$ cat src/rtl/bcd_scan_counter_pkg.sv
// Shared types and constants for the scanned BCD counter.
//   bcd_t     : one BCD decade (0..9)
//   BCD_MAX   : largest legal decade value
//   BCD_ZERO  : decade reset value
package bcd_scan_counter_pkg;

  typedef logic [3:0] bcd_t;

  localparam bcd_t BCD_MAX  = 4'd9;
  localparam bcd_t BCD_ZERO = 4'd0;

endpackage

$ cat src/rtl/bcd_scan_counter_bcd_digit.sv
// One decade of the BCD counter.
// Ports:
//   clk        : clock, rising edge
//   rst_n      : synchronous active-low reset
//   en_up      : increment this decade (carry in from the lower decade)
//   en_dn      : decrement this decade (borrow in from the lower decade)
//   clr        : synchronous clear to zero
//   q          : current decade value
//   carry_out  : this decade wraps 9->0 on this increment
//   borrow_out : this decade wraps 0->9 on this decrement
module bcd_digit
  import bcd_scan_counter_pkg::*;
(
  input  logic clk,
  input  logic rst_n,
  input  logic en_up,
  input  logic en_dn,
  input  logic clr,
  output bcd_t q,
  output logic carry_out,
  output logic borrow_out
);

  // The top guarantees en_up and en_dn are never both high.
  assign carry_out  = (q == BCD_MAX)  & en_up;
  assign borrow_out = (q == BCD_ZERO) & en_dn;

  always_ff @(posedge clk) begin
    if (!rst_n) begin
      q <= BCD_ZERO;
    end else if (clr) begin
      q <= BCD_ZERO;
    end else if (en_up) begin
      q <= (q == BCD_MAX) ? BCD_ZERO : q + 4'd1;
    end else if (en_dn) begin
      q <= (q == BCD_ZERO) ? BCD_MAX : q - 4'd1;
    end
  end

endmodule

$ cat src/rtl/bcd_scan_counter.sv
// Multi-digit BCD up/down counter with a time-multiplexed scan output
// feeding a 7-segment decoder.
// Ports:
//   clk        : clock, rising edge
//   rst_n      : synchronous active-low reset
//   inc, dec   : count-up / count-down requests (ignored when both high)
//   clr        : synchronous clear of the count (has priority)
//   x,y,z,w    : scanned digit BCD nibble, x = weight 8, w = weight 1
//   digit_en   : one-hot digit select, all-zero on a blanked slot
//   value      : parallel BCD count, digit i at [4i+3:4i]
//   ovf, unf   : one-cycle pulses on wrap all-9s->0 and 0->all-9s
module bcd_scan_counter
  import bcd_scan_counter_pkg::*;
#(
  parameter int NUM_DIGITS = 4,
  parameter int SCAN_DIV   = 1000
) (
  input  logic                    clk,
  input  logic                    rst_n,
  input  logic                    inc,
  input  logic                    dec,
  input  logic                    clr,
  output logic                    x,
  output logic                    y,
  output logic                    z,
  output logic                    w,
  output logic [NUM_DIGITS-1:0]   digit_en,
  output logic [4*NUM_DIGITS-1:0] value,
  output logic                    ovf,
  output logic                    unf
);

  localparam int PRE_W = (SCAN_DIV > 1) ? $clog2(SCAN_DIV) : 1;
  localparam int IDX_W = (NUM_DIGITS > 1) ? $clog2(NUM_DIGITS) : 1;
  localparam logic [PRE_W-1:0] PRE_LAST = PRE_W'(SCAN_DIV - 1);
  localparam logic [IDX_W-1:0] IDX_LAST = IDX_W'(NUM_DIGITS - 1);

  logic                  count_up;
  logic                  count_dn;
  logic [NUM_DIGITS:0]   carry;
  logic [NUM_DIGITS:0]   borrow;
  logic [PRE_W-1:0]      prescale;
  logic [IDX_W-1:0]      scan_idx;
  logic [IDX_W-1:0]      next_idx;
  logic [NUM_DIGITS-1:0] live;
  logic                  acc;
  logic [NUM_DIGITS-1:0] en_next;
  bcd_t                  nib_next;

  // clr wins outright; inc and dec together cancel.
  assign count_up  = ~clr & inc & ~dec;
  assign count_dn  = ~clr & dec & ~inc;
  assign carry[0]  = count_up;
  assign borrow[0] = count_dn;

  for (genvar i = 0; i < NUM_DIGITS; i++) begin : g_digit
    bcd_digit u_digit (
      .clk        (clk),
      .rst_n      (rst_n),
      .en_up      (carry[i]),
      .en_dn      (borrow[i]),
      .clr        (clr),
      .q          (value[4*i +: 4]),
      .carry_out  (carry[i+1]),
      .borrow_out (borrow[i+1])
    );
  end

  // A carry/borrow out of the top decade is exactly the full-range wrap.
  always_ff @(posedge clk) begin
    if (!rst_n) begin
      ovf <= 1'b0;
      unf <= 1'b0;
    end else begin
      ovf <= carry[NUM_DIGITS];
      unf <= borrow[NUM_DIGITS];
    end
  end

  // The index of the slot being loaded into the output registers this edge.
  always_comb begin
    next_idx = scan_idx;
    if (prescale == PRE_LAST) begin
      next_idx = (scan_idx == IDX_LAST) ? '0 : scan_idx + IDX_W'(1);
    end
  end

  // live[i] is set when digit i or any higher digit is nonzero; digit 0
  // always shows so that a zero count still displays one "0".
  always_comb begin
    live = '0;
    acc  = 1'b0;
    for (int i = NUM_DIGITS - 1; i >= 0; i--) begin
      acc     = acc | (value[4*i +: 4] != BCD_ZERO);
      live[i] = acc;
    end
    live[0] = 1'b1;
  end

  always_comb begin
    en_next  = '0;
    nib_next = BCD_ZERO;
    for (int i = 0; i < NUM_DIGITS; i++) begin
      if ((next_idx == IDX_W'(i)) && live[i]) begin
        en_next[i] = 1'b1;
        nib_next   = value[4*i +: 4];
      end
    end
  end

  // Select and nibble are registered on the same edge so they never skew.
  always_ff @(posedge clk) begin
    if (!rst_n) begin
      prescale     <= '0;
      scan_idx     <= '0;
      digit_en     <= NUM_DIGITS'(1);
      {x, y, z, w} <= BCD_ZERO;
    end else begin
      prescale     <= (prescale == PRE_LAST) ? '0 : prescale + PRE_W'(1);
      scan_idx     <= next_idx;
      digit_en     <= en_next;
      {x, y, z, w} <= nib_next;
    end
  end

endmodule

$ cat config.mk
export PLATFORM = sky130hd
export DESIGN_NAME = bcd_scan_counter
export DESIGN_NICKNAME = d
export VERILOG_FILES = /design/src/rtl/bcd_scan_counter_pkg.sv /design/src/rtl/bcd_scan_counter_bcd_digit.sv /design/src/rtl/bcd_scan_counter.sv
export SDC_FILE = /design/constraint.sdc
export NUM_CORES = 1
export LEC_CHECK = 0
export CORE_MARGIN = 3
export CORE_UTILIZATION = 49
export DETAILED_ROUTE_END_ITERATION = 8
export GPL_ROUTABILITY_DRIVEN = 0
export PLACE_DENSITY_LB_ADDON = 0.08
export REMOVE_ABC_BUFFERS = 1
export SLEW_MARGIN = 10
export SYNTH_ARGS = -nofsm -noshare
export SYNTH_HDL_FRONTEND = slang
export SYNTH_SLANG_ARGS = --single-unit
$ cat constraint.sdc
create_clock -name clk -period 1.7 [get_ports clk]
set_input_delay 0.425 -clock clk [delete_from_list [all_inputs] [get_ports clk]]
set_output_delay 0.425 -clock clk [all_outputs]
set_load 0.1 [all_outputs]
# Word-level counts from Yosys, hierarchy flattened
# Index checks and enable logic that the tools add are counted.
[op_classes]
shifts = 0
magnitude_cmp = 0
muxes = 26
addsub = 10
mul = 0
bitwise_logic = 18
n_reduce_logical = 17
eq_ne = 9
div = 0
[op_table]
columns = ["cell", "n"]
rows = [
  ["4-bit two-way mux", 20],
  ["4-bit by 1-bit adder with 4-bit output (second input constant)", 4],
  ["4-bit equality test (second input constant)", 4],
  ["4-bit logical NOT", 4],
  ["4-bit by 1-bit subtractor with 4-bit output (second input constant)", 4],
  ["1-bit AND", 12],
  ["4-bit nonzero test", 3],
  ["10-bit by 1-bit adder with 10-bit output (second input constant)", 1],
  ["10-bit equality test (second input constant)", 1],
  ["2-bit nonzero test", 4],
  ["2-bit equality test (second input constant)", 3],
  ["1-bit two-way mux", 4],
  ["2-bit two-way mux", 2],
  ["1-bit inverter", 4],
  ["2-bit OR reduction", 2],
  ["1-bit logical AND", 3],
  ["2-bit by 1-bit adder with 2-bit output (second input constant)", 1],
  ["2-bit by 1-bit equality test with 1-bit output (second input constant)", 1],
  ["2-bit logical NOT", 1],
  ["1-bit bitwise OR", 2],
]
[word_totals]
wordCells = 93
mem_bits_ro = 0
output_inout_bits = 26
register_bits = 38
input_bits = 5
mem_bits_rw = 0
n_memories = 0
latch_bits = 0

# Longest topological paths before layout
[logic_depth]
depth_word = 8
depth_mapped = 7
depth_no_buf = 6

# Modules after synthesis
# From an unflattened synthesis, not the netlist that was laid out.
[hier_totals]
hier_cells = 297
area_unflattened_um2 = 2476.1
[by_module_without_submodules]
columns = ["module", "seq_area_each_um2", "n_inst", "area_per_inst_um2", "cells_each"]
rows = [
  ["bcd_digit", 80.1, 4, 337.8, 44],
  ["bcd_scan_counter", 440.4, 1, 1124.8, 121],
]

# Worst setup path before layout
# Ideal clock, no wire load.
[synth_path]
kind = "register to register"
start = "register g_digit[2].u_digit.q[3]"
end = "register g_digit[3].u_digit.q[3]"
synth_period_minus_slack_ps = 2517
path_slack_ps = -817
required_time_ps = 1609
arrival_ps = 2426
path_stages_with_launch = 7
path_buffers = 1
setup_time_ps = 91
cell_sequence = "dfxtp_1 > clkbuf_2 > or4bb_1 > nor4_4 > nand3_2 > o311a_1 > a311oi_1"
[synth_via]
elab_chain_len = 3
word_cells_on_any_way = 6
classes_between = "eq/ne: 1; mux: 1; bitwise: 2; reduce/logical: 2"
[synth_lines]
columns = ["element", "line", "source"]
rows = [
  ["from (decl)", "bcd_scan_counter_bcd_digit.sv:19", "output bcd_t q,"],
  ["from (signal assigned)", "bcd_scan_counter_bcd_digit.sv:34", "q <= (q == BCD_MAX) ? BCD_ZERO : q + 4'd1;"],
  ["from (signal assigned)", "bcd_scan_counter_bcd_digit.sv:36", "q <= (q == BCD_ZERO) ? BCD_MAX : q - 4'd1;"],
  ["4-bit equality test or 4-bit logical NOT (tied branches)", "bcd_scan_counter_bcd_digit.sv:25, bcd_scan_counter_bcd_digit.sv:26", ""],
  ["1-bit AND, on equally long branches", "bcd_scan_counter_bcd_digit.sv:25, bcd_scan_counter_bcd_digit.sv:26", ""],
  ["4-bit two-way mux or 2-bit nonzero test (tied branches)", "n/a", ""],
  ["to (signal assigned)", "bcd_scan_counter_bcd_digit.sv:34", ""],
  ["to (signal assigned)", "bcd_scan_counter_bcd_digit.sv:36", ""],
  ["to (decl)", "bcd_scan_counter_bcd_digit.sv:19", ""],
]
# Parallel ways exist; a longest one is shown, timed or not.
# A chain may end at the register's enable or synchronous reset.

# Worst setup path in the final report
[layout_path]
start = "register g_digit[2].u_digit.q[2]"
end = "register g_digit[3].u_digit.q[3]"
# Same word-level chain as after synthesis.

==> impl_metrics.env <==
export IMPL_numClockSinks=38
export IMPL_worstPathMaxFanout=4
export IMPL_grt_util_all_layers=0.250
export IMPL_drc=0
export IMPL_die_h_um=72.6
export IMPL_rrSetupSlack_ps=-170
export IMPL_yosysSeqAreaShare=0.350
export IMPL_setup_ws_ps=-167
export IMPL_synthMostInstantiatedCell="dfxtp_1"
export IMPL_routedWlPerCell_um=17.8
export IMPL_initial_core_util=0.525
export IMPL_worstPathCellList="or4bb_4 > nor4_4 > nand3_2 > o311a_1 > a311oi_2"
export IMPL_worst_ep_arrival_time_ps=2070
export IMPL_grt_overflow=0
export IMPL_fillCellCount=232
export IMPL_io_buffers=30
export IMPL_grt_pass1_wl_mm=10.5
export IMPL_drtAntennaViolNets=0
export IMPL_reg2reg_depth=5
export IMPL_irDropWorstVdd_v=0.000365
export IMPL_crit_slowest_cell="or4bb_4"
export IMPL_vias=2345
export IMPL_wirelength_mm=6.86
export IMPL_crit_required_ps=1900
export IMPL_synth_warnings=0
export IMPL_p_total_w=0.00202
export IMPL_synth_ff_type="dfxtp_1"
export IMPL_yosysTopAreaCell="dfxtp_1"
export IMPL_p_leak_nw=1.35
export IMPL_grt_max_degree=16
export IMPL_rr_startpoint="g_digit[2].u_digit.q[2]$_SDFFE_PP0P_"
export IMPL_hold_class="register to register"
export IMPL_first_global_vias=2295
export IMPL_dpl_hpwl_mm=4.15
export IMPL_fin_skew_ps=12.1
export IMPL_reg2reg_to="g_digit[3].u_digit.q[3]$_SDFFE_PP0P_"
export IMPL_netlist_area_mm2=0.00217
export IMPL_run_status="complete, but fails checks"
export IMPL_synth_edf_count=0
export IMPL_netlist_top_cells_count="dfxtp_1 (38), nor2_1 (20), nand3_1 (17)"
export IMPL_synthArstFlopShare=0
export IMPL_synth_avg_cell_area_um2=8.63
export IMPL_root_buffer="clkbuf_8"
export IMPL_antenna_found_initial=0
export IMPL_p_per_area_mw_per_mm2=572
export IMPL_diodes=0
export IMPL_place_area_mm2=0.00310
export IMPL_final_area_mm2=0.00352
export IMPL_yosysTopAreaCellShare=0.350
export IMPL_clkLatencyLatePin_ps=300
export IMPL_cts_hold_buf=0
export IMPL_worst_path_largest_cell_delay_ps=560
export IMPL_cts_max_level=2
export IMPL_coreArea_mm2=0.00414
export IMPL_dr_pass1_iters=5
export IMPL_rows=23
export IMPL_postSynthCellCount=252
export IMPL_ys_ff_latch=38
export IMPL_maxCapViolCount=0
export IMPL_nets=342
export IMPL_startpoint_type="register"
export IMPL_rsz0062_at_grt="yes"
export IMPL_hold_ws_ps=501
export IMPL_period_needed_ps=1870
export IMPL_clk_pin_slew_ps=90
export IMPL_vias_per_cell=6.08
export IMPL_slew_headroom=0.718
export IMPL_drive_gt1_frac=0.449
export IMPL_synthDistinctLibCells=60
export IMPL_finalHoldViolCount=0
export IMPL_die_area_mm2=0.00527
export IMPL_first_iter_violations=229
export IMPL_netlist_top_cells_area="dfxtp_1 (35%), nand3_1 (3.9%), nor2_1 (3.5%), xnor2_1 (2.8%), xor2_1 (2.4%)"
export IMPL_cts_tree="done"
export IMPL_critPathCaptureType="register"
export IMPL_chipWidth_um=72.6
export IMPL_critPathTopFamily="simple AND/OR/NAND/NOR gates"
export IMPL_cts_buffer_depth=2
export IMPL_critPathBufInv=0
export IMPL_pin_count=31
export IMPL_tightest_slew_ps=422
export IMPL_numCtsBuffers=5
export IMPL_worst_path_stages=5
export IMPL_final_max_slew_viol_count=0
export IMPL_worstSetupStartpoint="g_digit[2].u_digit.q[2]$_SDFFE_PP0P_"
export IMPL_criticalPathCategory="register to register"
export IMPL_finalSetupViolations=12
export IMPL_violations="setup timing"
export IMPL_area_growth_pct=62.1
export IMPL_period_share=1.10
export IMPL_fmax_ghz=0.536
export IMPL_endpoint="g_digit[3].u_digit.q[3]$_SDFFE_PP0P_"
[kinds of logic (layout without fill, tap and decap cells)]
kind of cell,count (synthesis),in the layout,share of synthesized area
multiplexers,5,5,0.0242
buffers and inverters,29,113,0.0736
adder cells (fa/ha/maj),2,2,0.0115
AO/OA/AOI/OAI,56,56,0.186
XOR/XNOR,13,13,0.0524
AND/OR/NAND/NOR,109,109,0.303
flip-flops,38,38,0.350
[worst register-to-register path, delay by kind of cell, from the launching register on]
kind / cells / cell delay, ps
AO/OA/AOI/OAI: 2 / 360
flip-flops: 1 / 340
AND/OR/NAND/NOR: 3 / 1080
[routing by layer]
metal	wire [um]	global-route usage	part of all wire
met1	2960	0.333	0.43
met2	3290	0.401	0.48
met3	465	0.0455	0.068
met4	141	0.0984	0.021
met5	0	0	0
[worst min-delay path by stage]
stage / startpoint / endpoint / slack [ps] / cells after the start
final: prescale[7]$_SDFF_PP0_ / prescale[7]$_SDFF_PP0_ / 500 / 2
after global routing: prescale[7]$_SDFF_PP0_ / prescale[7]$_SDFF_PP0_ / 560 / 2
after CTS: prescale[7]$_SDFF_PP0_ / prescale[7]$_SDFF_PP0_ / 500 / 2
after detailed placement: prescale[7]$_SDFF_PP0_ / prescale[7]$_SDFF_PP0_ / 490 / 2
after global placement: prescale[7]$_SDFF_PP0_ / prescale[7]$_SDFF_PP0_ / 480 / 2
after floorplan: prescale[0]$_SDFF_PP0_ / prescale[0]$_SDFF_PP0_ / 430 / 1
[cell type report]
class                   instances  area [um^2]  area share
well taps                      50         62.6      0.0177
multi-input cells             185         1490       0.422
repair buffers                 95         1060       0.300
clock inverters                 3         40.0      0.0114
flip-flops and latches         38          771       0.219
inverters                      10         37.5      0.0106
clock buffers                   5         68.8      0.0195
[power breakdown]
group,switching [W],internal [W]
sequential,0.0000150,0.000903
clock,0.000345,0.000432
combinational,0.000180,0.000141
[what timing repair did]
action	CTS	global route
gates resized for setup	38	21
pin swaps	12	8
setup endpoints to repair	23	19
setup buffers	2	6
[cells in the final DEF, fill, tap and decap left out, types with 6 or more instances in the layout]
cell type	count
buf_12	26
o21ai_0	7
nor3_1	6
nor2_1	19
dfxtp_1	32
buf_4	63
nand3_1	13
xor2_1	6
xnor2_1	7
a21oi_1	10
nand2_1	12
and3_1	6
inv_1	10
[registers in the layout, summed over array words and instances, names as in the netlist]
name and flops:
g_digit.u_digit.q 16, prescale 10, digit_en 4, scan_idx 2, ovf 1, unf 1, w 1, x 1
y 1, z 1
[per-stage QoR]
stage,util,setup TNS (ps),instances,worst slack [ps]
2_1_floorplan,-,-9910,233,-844
3_3_place_gp,0.749,-9100,370,-734
3_5_place_dp,0.749,-10190,370,-861
4_1_cts,0.813,-397,380,-122
5_1_grt,0.851,-1880,386,-204
6_report,0.851,-904,386,-167
Power figures use the tool's default switching activity.
